## src/rtl/bus_mem_slave.sv

```systemverilog
// Single-port register-memory slave: one outstanding request, programmable wait
// states, then a held response (read data + range error) until the master takes it.
module bus_mem_slave #(
    parameter int ADDR_W      = 2,
    parameter int DATA_W      = 2,
    parameter int DEPTH       = 4,
    parameter int WAIT_CYCLES = 1,
    parameter int CNT_W       = 8
) (
    input  logic              clk,
    input  logic              rst_n,
    input  logic              req_valid,
    output logic              req_ready,
    input  logic              req_write,
    input  logic [ADDR_W-1:0] req_addr,
    input  logic [DATA_W-1:0] req_wdata,
    output logic              rsp_valid,
    input  logic              rsp_ready,
    output logic [DATA_W-1:0] rsp_rdata,
    output logic              rsp_err,
    output logic [CNT_W-1:0]  txn_count,
    output logic [1:0]        dbg_state
);

    // Handshake rule on both channels: a transfer happens on the rising edge where
    // valid && ready are both high; a source holds valid and its payload until then.

    typedef enum logic [1:0] {
        S_IDLE = 2'd0,
        S_WAIT = 2'd1,
        S_RESP = 2'd2
    } state_t;

    localparam logic [3:0]      WAIT_INIT = 4'((WAIT_CYCLES == 0) ? 0 : WAIT_CYCLES - 1);
    localparam logic [ADDR_W:0] DEPTH_C   = (ADDR_W + 1)'(DEPTH);
    localparam int              NWORDS    = 2 ** ADDR_W;

    state_t              state_q, state_d;
    logic [3:0]          cnt_q, cnt_d;
    logic                rdy_en_q;
    logic [ADDR_W-1:0]   addr_q;
    logic                write_q;
    logic [DATA_W-1:0]   rsp_rdata_q, rsp_rdata_d;
    logic                rsp_err_q, rsp_err_d;
    logic [CNT_W-1:0]    txn_count_q;
    logic [DATA_W-1:0]   mem_q [NWORDS];

    logic                accept;
    logic                rsp_hs;
    logic                req_in_range;
    logic [ADDR_W-1:0]   sel_addr;
    logic                sel_write;
    logic                sel_in_range;

    assign accept       = req_valid && req_ready;
    assign rsp_hs       = rsp_valid && rsp_ready;
    assign req_in_range = {1'b0, req_addr} < DEPTH_C;

    // State register plus datapath registers.
    always_ff @(posedge clk or negedge rst_n) begin
        if (!rst_n) begin
            state_q     <= S_IDLE;
            cnt_q       <= '0;
            rdy_en_q    <= 1'b0;
            addr_q      <= '0;
            write_q     <= 1'b0;
            rsp_rdata_q <= '0;
            rsp_err_q   <= 1'b0;
            txn_count_q <= '0;
            for (int i = 0; i < NWORDS; i++) begin
                mem_q[i] <= '0;
            end
        end else begin
            state_q     <= state_d;
            cnt_q       <= cnt_d;
            rdy_en_q    <= 1'b1;
            rsp_rdata_q <= rsp_rdata_d;
            rsp_err_q   <= rsp_err_d;
            if (accept) begin
                addr_q  <= req_addr;
                write_q <= req_write;
            end
            if (accept && req_write && req_in_range) begin
                mem_q[req_addr] <= req_wdata;
            end
            if (rsp_hs) begin
                txn_count_q <= txn_count_q + 1'b1;
            end
        end
    end

    // Next-state logic.
    always_comb begin
        state_d = state_q;
        cnt_d   = cnt_q;
        case (state_q)
            S_IDLE: begin
                if (accept) begin
                    if (WAIT_CYCLES == 0) begin
                        state_d = S_RESP;
                    end else begin
                        state_d = S_WAIT;
                        cnt_d   = WAIT_INIT;
                    end
                end
            end
            S_WAIT: begin
                if (cnt_q == 4'd0) begin
                    state_d = S_RESP;
                end else begin
                    cnt_d = cnt_q - 4'd1;
                end
            end
            S_RESP: begin
                if (rsp_ready) begin
                    state_d = S_IDLE;
                end
            end
            default: state_d = S_IDLE;
        endcase
    end

    // With zero wait states the response loads on the accept edge itself, so the
    // request bus is used directly instead of the not-yet-captured copy.
    always_comb begin
        sel_addr     = (state_q == S_IDLE) ? req_addr : addr_q;
        sel_write    = (state_q == S_IDLE) ? req_write : write_q;
        sel_in_range = {1'b0, sel_addr} < DEPTH_C;
        rsp_rdata_d  = rsp_rdata_q;
        rsp_err_d    = rsp_err_q;
        if (state_d == S_RESP && state_q != S_RESP) begin
            rsp_err_d   = !sel_in_range;
            rsp_rdata_d = (!sel_write && sel_in_range) ? mem_q[sel_addr] : '0;
        end else if (rsp_hs) begin
            rsp_err_d   = 1'b0;
            rsp_rdata_d = '0;
        end
    end

    assign req_ready = rdy_en_q && (state_q == S_IDLE);
    assign rsp_valid = (state_q == S_RESP);
    assign rsp_rdata = rsp_rdata_q;
    assign rsp_err   = rsp_err_q;
    assign txn_count = txn_count_q;
    assign dbg_state = state_q;

endmodule
```

## config.mk

```make
export PLATFORM = sky130hd
export DESIGN_NAME = bus_mem_slave
export DESIGN_NICKNAME = d
export VERILOG_FILES = /design/src/rtl/bus_mem_slave.sv
export SDC_FILE = /design/constraint.sdc
export NUM_CORES = 1
export LEC_CHECK = 0
export CORE_ASPECT_RATIO = 1.75
export CORE_UTILIZATION = 51
export CTS_CLUSTER_SIZE = 25
export DETAILED_ROUTE_END_ITERATION = 8
export PLACE_DENSITY = 0.89
export SLEW_MARGIN = 20
export SYNTH_ARGS = -nofsm -noshare
export SYNTH_HDL_FRONTEND = slang
export SYNTH_SLANG_ARGS = --single-unit
```

## constraint.sdc

```tcl
create_clock -name clk -period 2.2 [get_ports clk]
set_clock_uncertainty 0.2 [all_clocks]
set_input_delay 0.44 -clock clk [delete_from_list [all_inputs] [get_ports clk]]
set_output_delay 0.44 -clock clk [all_outputs]
set_load 0.02 [all_outputs]
```

Word-level counts from Yosys, hierarchy flattened
Index checks and enable logic that the tools add are counted.
- register bits: 29
- bits of input ports: 9
- output and inout bits: 15
- logic and storage cells: 56
- $add $sub $neg: 2
- $lt $le $gt $ge: 3
- eq/ne operators: 6
- muxes and demuxes: 20
- bitwise logic cells: 2
- reduce and logical (&&, ||, !) cells: 11
- operator list (operator ; number):
    2-bit 2-to-1 mux ; 10
    8-bit by 1-bit adder with 8-bit output, second input constant ; 1
    8-bit bitwise mux ; 1
    4-bit 2-to-1 mux ; 2
    4-bit case mux with 2 select lines ; 1
    3-bit greater-or-equal comparator, second input constant ; 2
    1-bit logical AND ; 6
    2-bit != test, second input constant ; 3
    2-bit inverter with 3-bit output ; 2
    2-bit case mux with 3 select lines ; 1
    2-bit binary-select mux with 2-bit select ; 1
    2-bit demux with 2-bit select ; 1
    2-bit equality test, second input constant ; 2
    4-bit logical NOT ; 1
    2-bit nonzero test ; 2
    4-bit by 1-bit subtractor with 4-bit output, second input constant ; 1
    3-bit by 1-bit less-than comparator with 1-bit output, second input constant ; 1
    1-bit 2-to-1 mux ; 3
    3-bit AND reduction ; 1
    2-bit by 1-bit equality test with 1-bit output, second input constant ; 1
    2-bit logical NOT ; 1

Logic depth before layout (Yosys ltp)
- depth in word-level cells: 8
- mapped depth: 7
- gate-level depth less buffers: 6

Least setup slack after synthesis
Ideal clock, no wire load.
- path kind: reg-to-reg
- start: register state_q[0], in the netlist dbg_state[0]
- end: register rsp_rdata_q[1], in the netlist rsp_rdata[1]
- library setup time: 0.126 ns
- arrival time: 1.658 ns
- required time: 1.874 ns
- path slack: 0.216 ns
- cell stages (with the launch flop): 5
- path buffers: 0
- period minus slack after synthesis: 1.984 ns
- path through: dfrtp_1 -> or3b_1 -> nand2_1 -> mux2_1 -> a221o_1
- longest elaborated chain between the ends: 8
- elaborated cells on any way between the ends: 22
- classes of those cells: eq/ne: 4; mux: 11; bitwise: 1; reduce/logical: 6
- RTL lines (item ; RTL line ; text):
    start, declared ; 38 ; state_t state_q, state_d;
    start signal, assigned ; 74 ; state_q <= state_d;
    2-bit logical NOT ; - ;
    2-bit 2-to-1 mux / 1-bit logical AND (equally long branches) ; 126, 140 ;
    2-bit inverter with 3-bit output (not written as such) / 1-bit logical AND (equally long branches) ; 133, 55 ;
    2-bit binary-select mux with 2-bit select / 2-bit 2-to-1 mux (equally long branches) ; 133, 98 ;
    2-bit 2-to-1 mux (not written as such) / 2-bit case mux with 3 select lines (equally long branches) ; 133, 96 ;
    2-bit 2-to-1 mux (not written as such) / 2-bit equality test (equally long branches) ; 133, 131 ;
    2-bit 2-to-1 mux / 1-bit logical AND (equally long branches) ; 133, 131 ;
    2-bit 2-to-1 mux / 2-bit nonzero test (equally long branches) ; - ;
    end signal, assigned ; 77 ; rsp_rdata_q <= rsp_rdata_d;
    end, declared ; 43 ; logic [DATA_W-1:0] rsp_rdata_q, rsp_rdata_d;
Parallel ways exist; a longest one is shown, timed or not. The select of a mux whose other input is x is not followed.
A chain may end at the register's enable or synchronous reset.

Worst setup path in the final report
- start: input req_addr[0]
- end: register rsp_rdata_q[1], in the netlist rsp_rdata[1]
- longest elaborated chain between the ends: 7
- RTL lines (item ; RTL line ; text):
    start, declared ; 15 ; input logic [ADDR_W-1:0] req_addr,
    2-bit 2-to-1 mux ; 126 ; sel_addr = (state_q == S_IDLE) ? req_addr : addr_q;
    2-bit inverter with 3-bit output (not written as such) ; 133 ; rsp_rdata_d = (!sel_write && sel_in_range) ? mem_q[sel_addr] : '0;
    2-bit binary-select mux with 2-bit select ; 133 ;
    2-bit 2-to-1 mux (not written as such) (2 in a row) ; 133 ;
    2-bit 2-to-1 mux ; 133 ;
    2-bit 2-to-1 mux ; 131 ; if (state_d == S_RESP && state_q != S_RESP) begin
No other way between the ends. The select of a mux whose other input is x is not followed.

==> impl_metrics.xml <==
<?xml version="1.0" encoding="UTF-8"?>
<metrics>
  <group name="global_route">
    <metric name="grt_antenna_before_repair" unit="">0</metric>
    <metric name="grt_max_degree" unit="">29</metric>
    <metric name="grt_usage" unit="%">24.8</metric>
    <metric name="global_route_wire_length_before_repair" unit="um">4690</metric>
    <metric name="grt_pass1_vias" unit="">1008</metric>
    <metric name="gr-total-overflow" unit="">0</metric>
  </group>
  <group name="cells_and_area">
    <metric name="multiInputGateArea" unit="um^2">597</metric>
    <metric name="mostFrequentLayoutCell" unit="">dfrtp_1</metric>
    <metric name="final-seq-area" unit="um^2">703</metric>
    <metric name="diodes_inserted" unit="">0</metric>
    <metric name="finish.instance_area" unit="um^2">1660</metric>
    <metric name="nFillCells" unit="">198</metric>
    <metric name="layout-drive-gt1-share" unit="%">11.3</metric>
    <metric name="num-nets-final" unit="">155</metric>
    <metric name="mostFrequentLayoutCells" unit="">dfrtp_1, clkdlybuf4s50_1, mux2_1</metric>
    <metric name="relative_area_change_from_synthesis_to_final_layout" unit="%">24.5</metric>
  </group>
  <group name="yosys">
    <metric name="share_of_synthesized_cell_area_in_and_or_nand_and_nor_gates" unit="%">16.2</metric>
    <metric name="synthCells" unit="">114</metric>
    <metric name="synth-xor-area-share" unit="%">5.92</metric>
    <metric name="synth_area_per_cell" unit="um^2">11.7</metric>
    <metric name="yosysUniqueCellTypes" unit="">34</metric>
    <metric name="synthesis.yosys.warnings" unit="">0</metric>
    <metric name="ys_seq_area_share" unit="%">52.6</metric>
    <metric name="synth.ff_latch_count" unit="">28</metric>
    <metric name="synth_area" unit="um^2">1330</metric>
    <metric name="complex_gate_fraction_of_the_synthesized_area" unit="%">9.30</metric>
    <metric name="post_synth_mux_area_share" unit="%">11.0</metric>
    <metric name="synth_top_family_by_area" unit="">simple AND/OR/NAND/NOR gates</metric>
    <metric name="synth.net_count" unit="">125</metric>
    <metric name="yosys.area_share.adder" unit="%">1.88</metric>
  </group>
  <group name="worst_setup_path">
    <metric name="critical_path_peak_fanout" unit="">4</metric>
    <metric name="critical_path_arrival" unit="ns">2.06</metric>
    <metric name="critical_path_required" unit="ns">2.16</metric>
    <metric name="crit_chain" unit="">clkdlybuf4s50_1 -&gt; or3b_1 -&gt; buf_4 -&gt; and3_1 -&gt; o21a_1 -&gt; a221o_1</metric>
    <metric name="cp-start-kind" unit="">input port</metric>
    <metric name="cp-end-kind" unit="">flop</metric>
    <metric name="slowest_stage" unit="">clkdlybuf4s50_1</metric>
    <metric name="critical_path.n_buffers_inverters" unit="">2</metric>
    <metric name="critPathKind" unit="">input port to flop</metric>
    <metric name="critical_path.top_delay_family" unit="">buffers and inverters</metric>
    <metric name="cpPeakStageDelay" unit="ns">0.47</metric>
  </group>
  <group name="detailed_routing">
    <metric name="number_of_routed_nets_with_antenna_violations" unit="">0</metric>
    <metric name="drt_iter0_markers" unit="">38</metric>
    <metric name="totalWireLength" unit="um">2920</metric>
    <metric name="post_drt_wl_per_cell" unit="um">17.4</metric>
    <metric name="detail_route.drc_violations" unit="">0</metric>
    <metric name="detail_route.first_pass.iterations" unit="">4</metric>
    <metric name="ratio_of_routed_vias_to_standard_cells" unit="">5.87</metric>
    <metric name="dr_total_vias" unit="">986</metric>
  </group>
  <group name="timing">
    <metric name="setup_slack_after_layout" unit="ns">0.0936</metric>
    <metric name="setup_viol" unit="">0</metric>
    <metric name="timing.fmax" unit="GHz">0.475</metric>
    <metric name="finalHoldViolations" unit="">0</metric>
    <metric name="fin_crit_sh" unit="%">95.7</metric>
    <metric name="rsz0062_at_grt" unit="">no</metric>
    <metric name="min_period" unit="ns">2.11</metric>
    <metric name="final_max_slew_viol_count" unit="">0</metric>
  </group>
  <group name="floorplan">
    <metric name="die-area" unit="um^2">2830</metric>
    <metric name="core.rowCount" unit="">24</metric>
    <metric name="die_h" unit="um">69.6</metric>
    <metric name="chipWidth" unit="um">40.6</metric>
    <metric name="pin_count" unit="">24</metric>
    <metric name="placeableCoreArea" unit="um^2">2490</metric>
    <metric name="floorplan.initialDensity" unit="%">53.5</metric>
  </group>
  <group name="power">
    <metric name="worst_ir_drop_vdd" unit="V">0.000882</metric>
    <metric name="power_density" unit="nW/um^2">1260</metric>
    <metric name="design_power_total" unit="mW">2.10</metric>
    <metric name="power.leakage" unit="nW">0.743</metric>
  </group>
  <group name="clock_tree">
    <metric name="cts-root-to-sink-buffers" unit="">2</metric>
    <metric name="clockRootBuffer" unit="">clkbuf_8</metric>
    <metric name="clkTransAtPathRegs" unit="ns">0.09</metric>
    <metric name="clock-sinks" unit="">28</metric>
    <metric name="cts_max_level" unit="">1</metric>
    <metric name="cts_inserted_buffers" unit="">3</metric>
    <metric name="worstSkewPairLatency" unit="ns">0.27</metric>
    <metric name="postCtsHoldBufs" unit="">0</metric>
    <metric name="cts_tree" unit="">built</metric>
  </group>
  <group name="placement">
    <metric name="gp_routability_congestion" unit="">0.733</metric>
    <metric name="hpwlAfterDp" unit="um">2230</metric>
    <metric name="post_dp_cell_area" unit="um^2">1620</metric>
    <metric name="portBuffers" unit="">22</metric>
    <metric name="place_worst_setup_slack" unit="ns">-0.167</metric>
  </group>
  <group name="worst_hold_path">
    <metric name="worstHoldPathType" unit="">flop to flop</metric>
  </group>
  <group name="flow_run">
    <metric name="max_cap_violations" unit="">0</metric>
  </group>
  <group name="outcome">
    <metric name="status" unit="">finished clean</metric>
  </group>
</metrics>
[where the power goes]
part	internal, mW	switching (mW)	leakage, nW
Sequential	0.713	0.180	0.358
Combinational	0.444	0.487	0.364
Clock	0.123	0.150	0.0216
[registers in the layout, summed over array words and instances, names as in the netlist]
signal / count
mem_q: 8
txn_count: 8
cnt_q: 4
addr_q: 2
dbg_state: 2
rsp_rdata: 2
rdy_en_q: 1
write_q: 1
[metrics by stage]
step / util [%] / hold WS [ns] / std cells / TNS (ns)
after floorplan: - / -0.0556 / 114 / 0
after global placement: 64.9 / 0.266 / 165 / -0.243
after detailed placement: 64.9 / 0.270 / 165 / -0.418
after CTS: 66.6 / 0.282 / 168 / 0
after global routing: 66.6 / 0.296 / 168 / 0
final: 66.6 / 0.278 / 168 / 0
[logic make-up (layout without fill, tap and decap cells)]
| logic type | after synthesis | after routing |
|---|---|---|
| buffers and inverters | 8 | 36 |
| DFF | 28 | 28 |
| xor gates and xnor gates | 9 | 9 |
| adders and majority gates | 2 | 2 |
| other | 2 | 2 |
| and+or+nand+nor | 37 | 37 |
| muxes | 13 | 13 |
| AOI/OAI and AO/OA | 15 | 15 |
[path summary, 6_finish.rpt]
check	start	slack (ns)	cells after the start	to
worst min-delay path	txn_count[7]	0.28	1	txn_count[7]
worst max-delay path	req_addr[0]	0.09	6	rsp_rdata[1]
max in group asynchronous	rst_n	1.20	2	dbg_state[1]
min in group asynchronous	rst_n	0.33	2	txn_count[0]
worst max register to register	cnt_q[0]	0.14	6	rsp_rdata[0]
worst min register to register	txn_count[7]	0.28	1	txn_count[7]
[cells in the mapped netlist, drive strengths merged]
cell type | instances | area (um^2)
and3 | 3 | 18.8
nor4bb | 1 | 10.0
ha | 2 | 25.0
a21boi | 2 | 15.0
nor3 | 3 | 20.0
dfrtp | 28 | 701
o21a | 3 | 22.5
o22ai | 1 | 6.26
nor2 | 7 | 26.3
nand2 | 4 | 15.0
clkbuf | 2 | 7.51
or3b | 3 | 26.3
xor2 | 4 | 35.0
a221o | 2 | 20.0
buf | 2 | 12.5
o21ai | 4 | 20.0
nand3 | 5 | 25.0
nand4 | 4 | 25.0
a21o | 1 | 7.51
inv | 4 | 15.0
nand2b | 2 | 12.5
a21oi | 1 | 5.00
nor2b | 1 | 6.26
xnor2 | 5 | 43.8
and2 | 2 | 12.5
a2111oi | 1 | 27.5
mux2 | 13 | 146
conb | 2 | 7.51
nand4b | 2 | 17.5
[repair_timing]
item                                    CTS  global route
endpoints found under the setup margin    2             0
resized for setup                         4             0
endpoints found under the hold margin     0             0
setup buffers                             0             0
[cell type report]
type,count,share of cell area (%)
tap,26,1.96
sequential,28,42.4
multi-input combinational,78,36.0
timing repair buffer,29,16.3
clock buffer,3,2.49
inverter,4,0.905
[routing by layer]
metal	routed length, um	vias to the layer above	share of wire [%]	global-route usage [%]
met2	1610	26	55	39.2
met5	0	-	0	0
met1	1120	494	38	28.9
li1	-	458	-	-
met3	85	8	2.9	3.85
met4	105	0	3.6	15.6
Note: power is estimated with default switching activity, not from simulation.
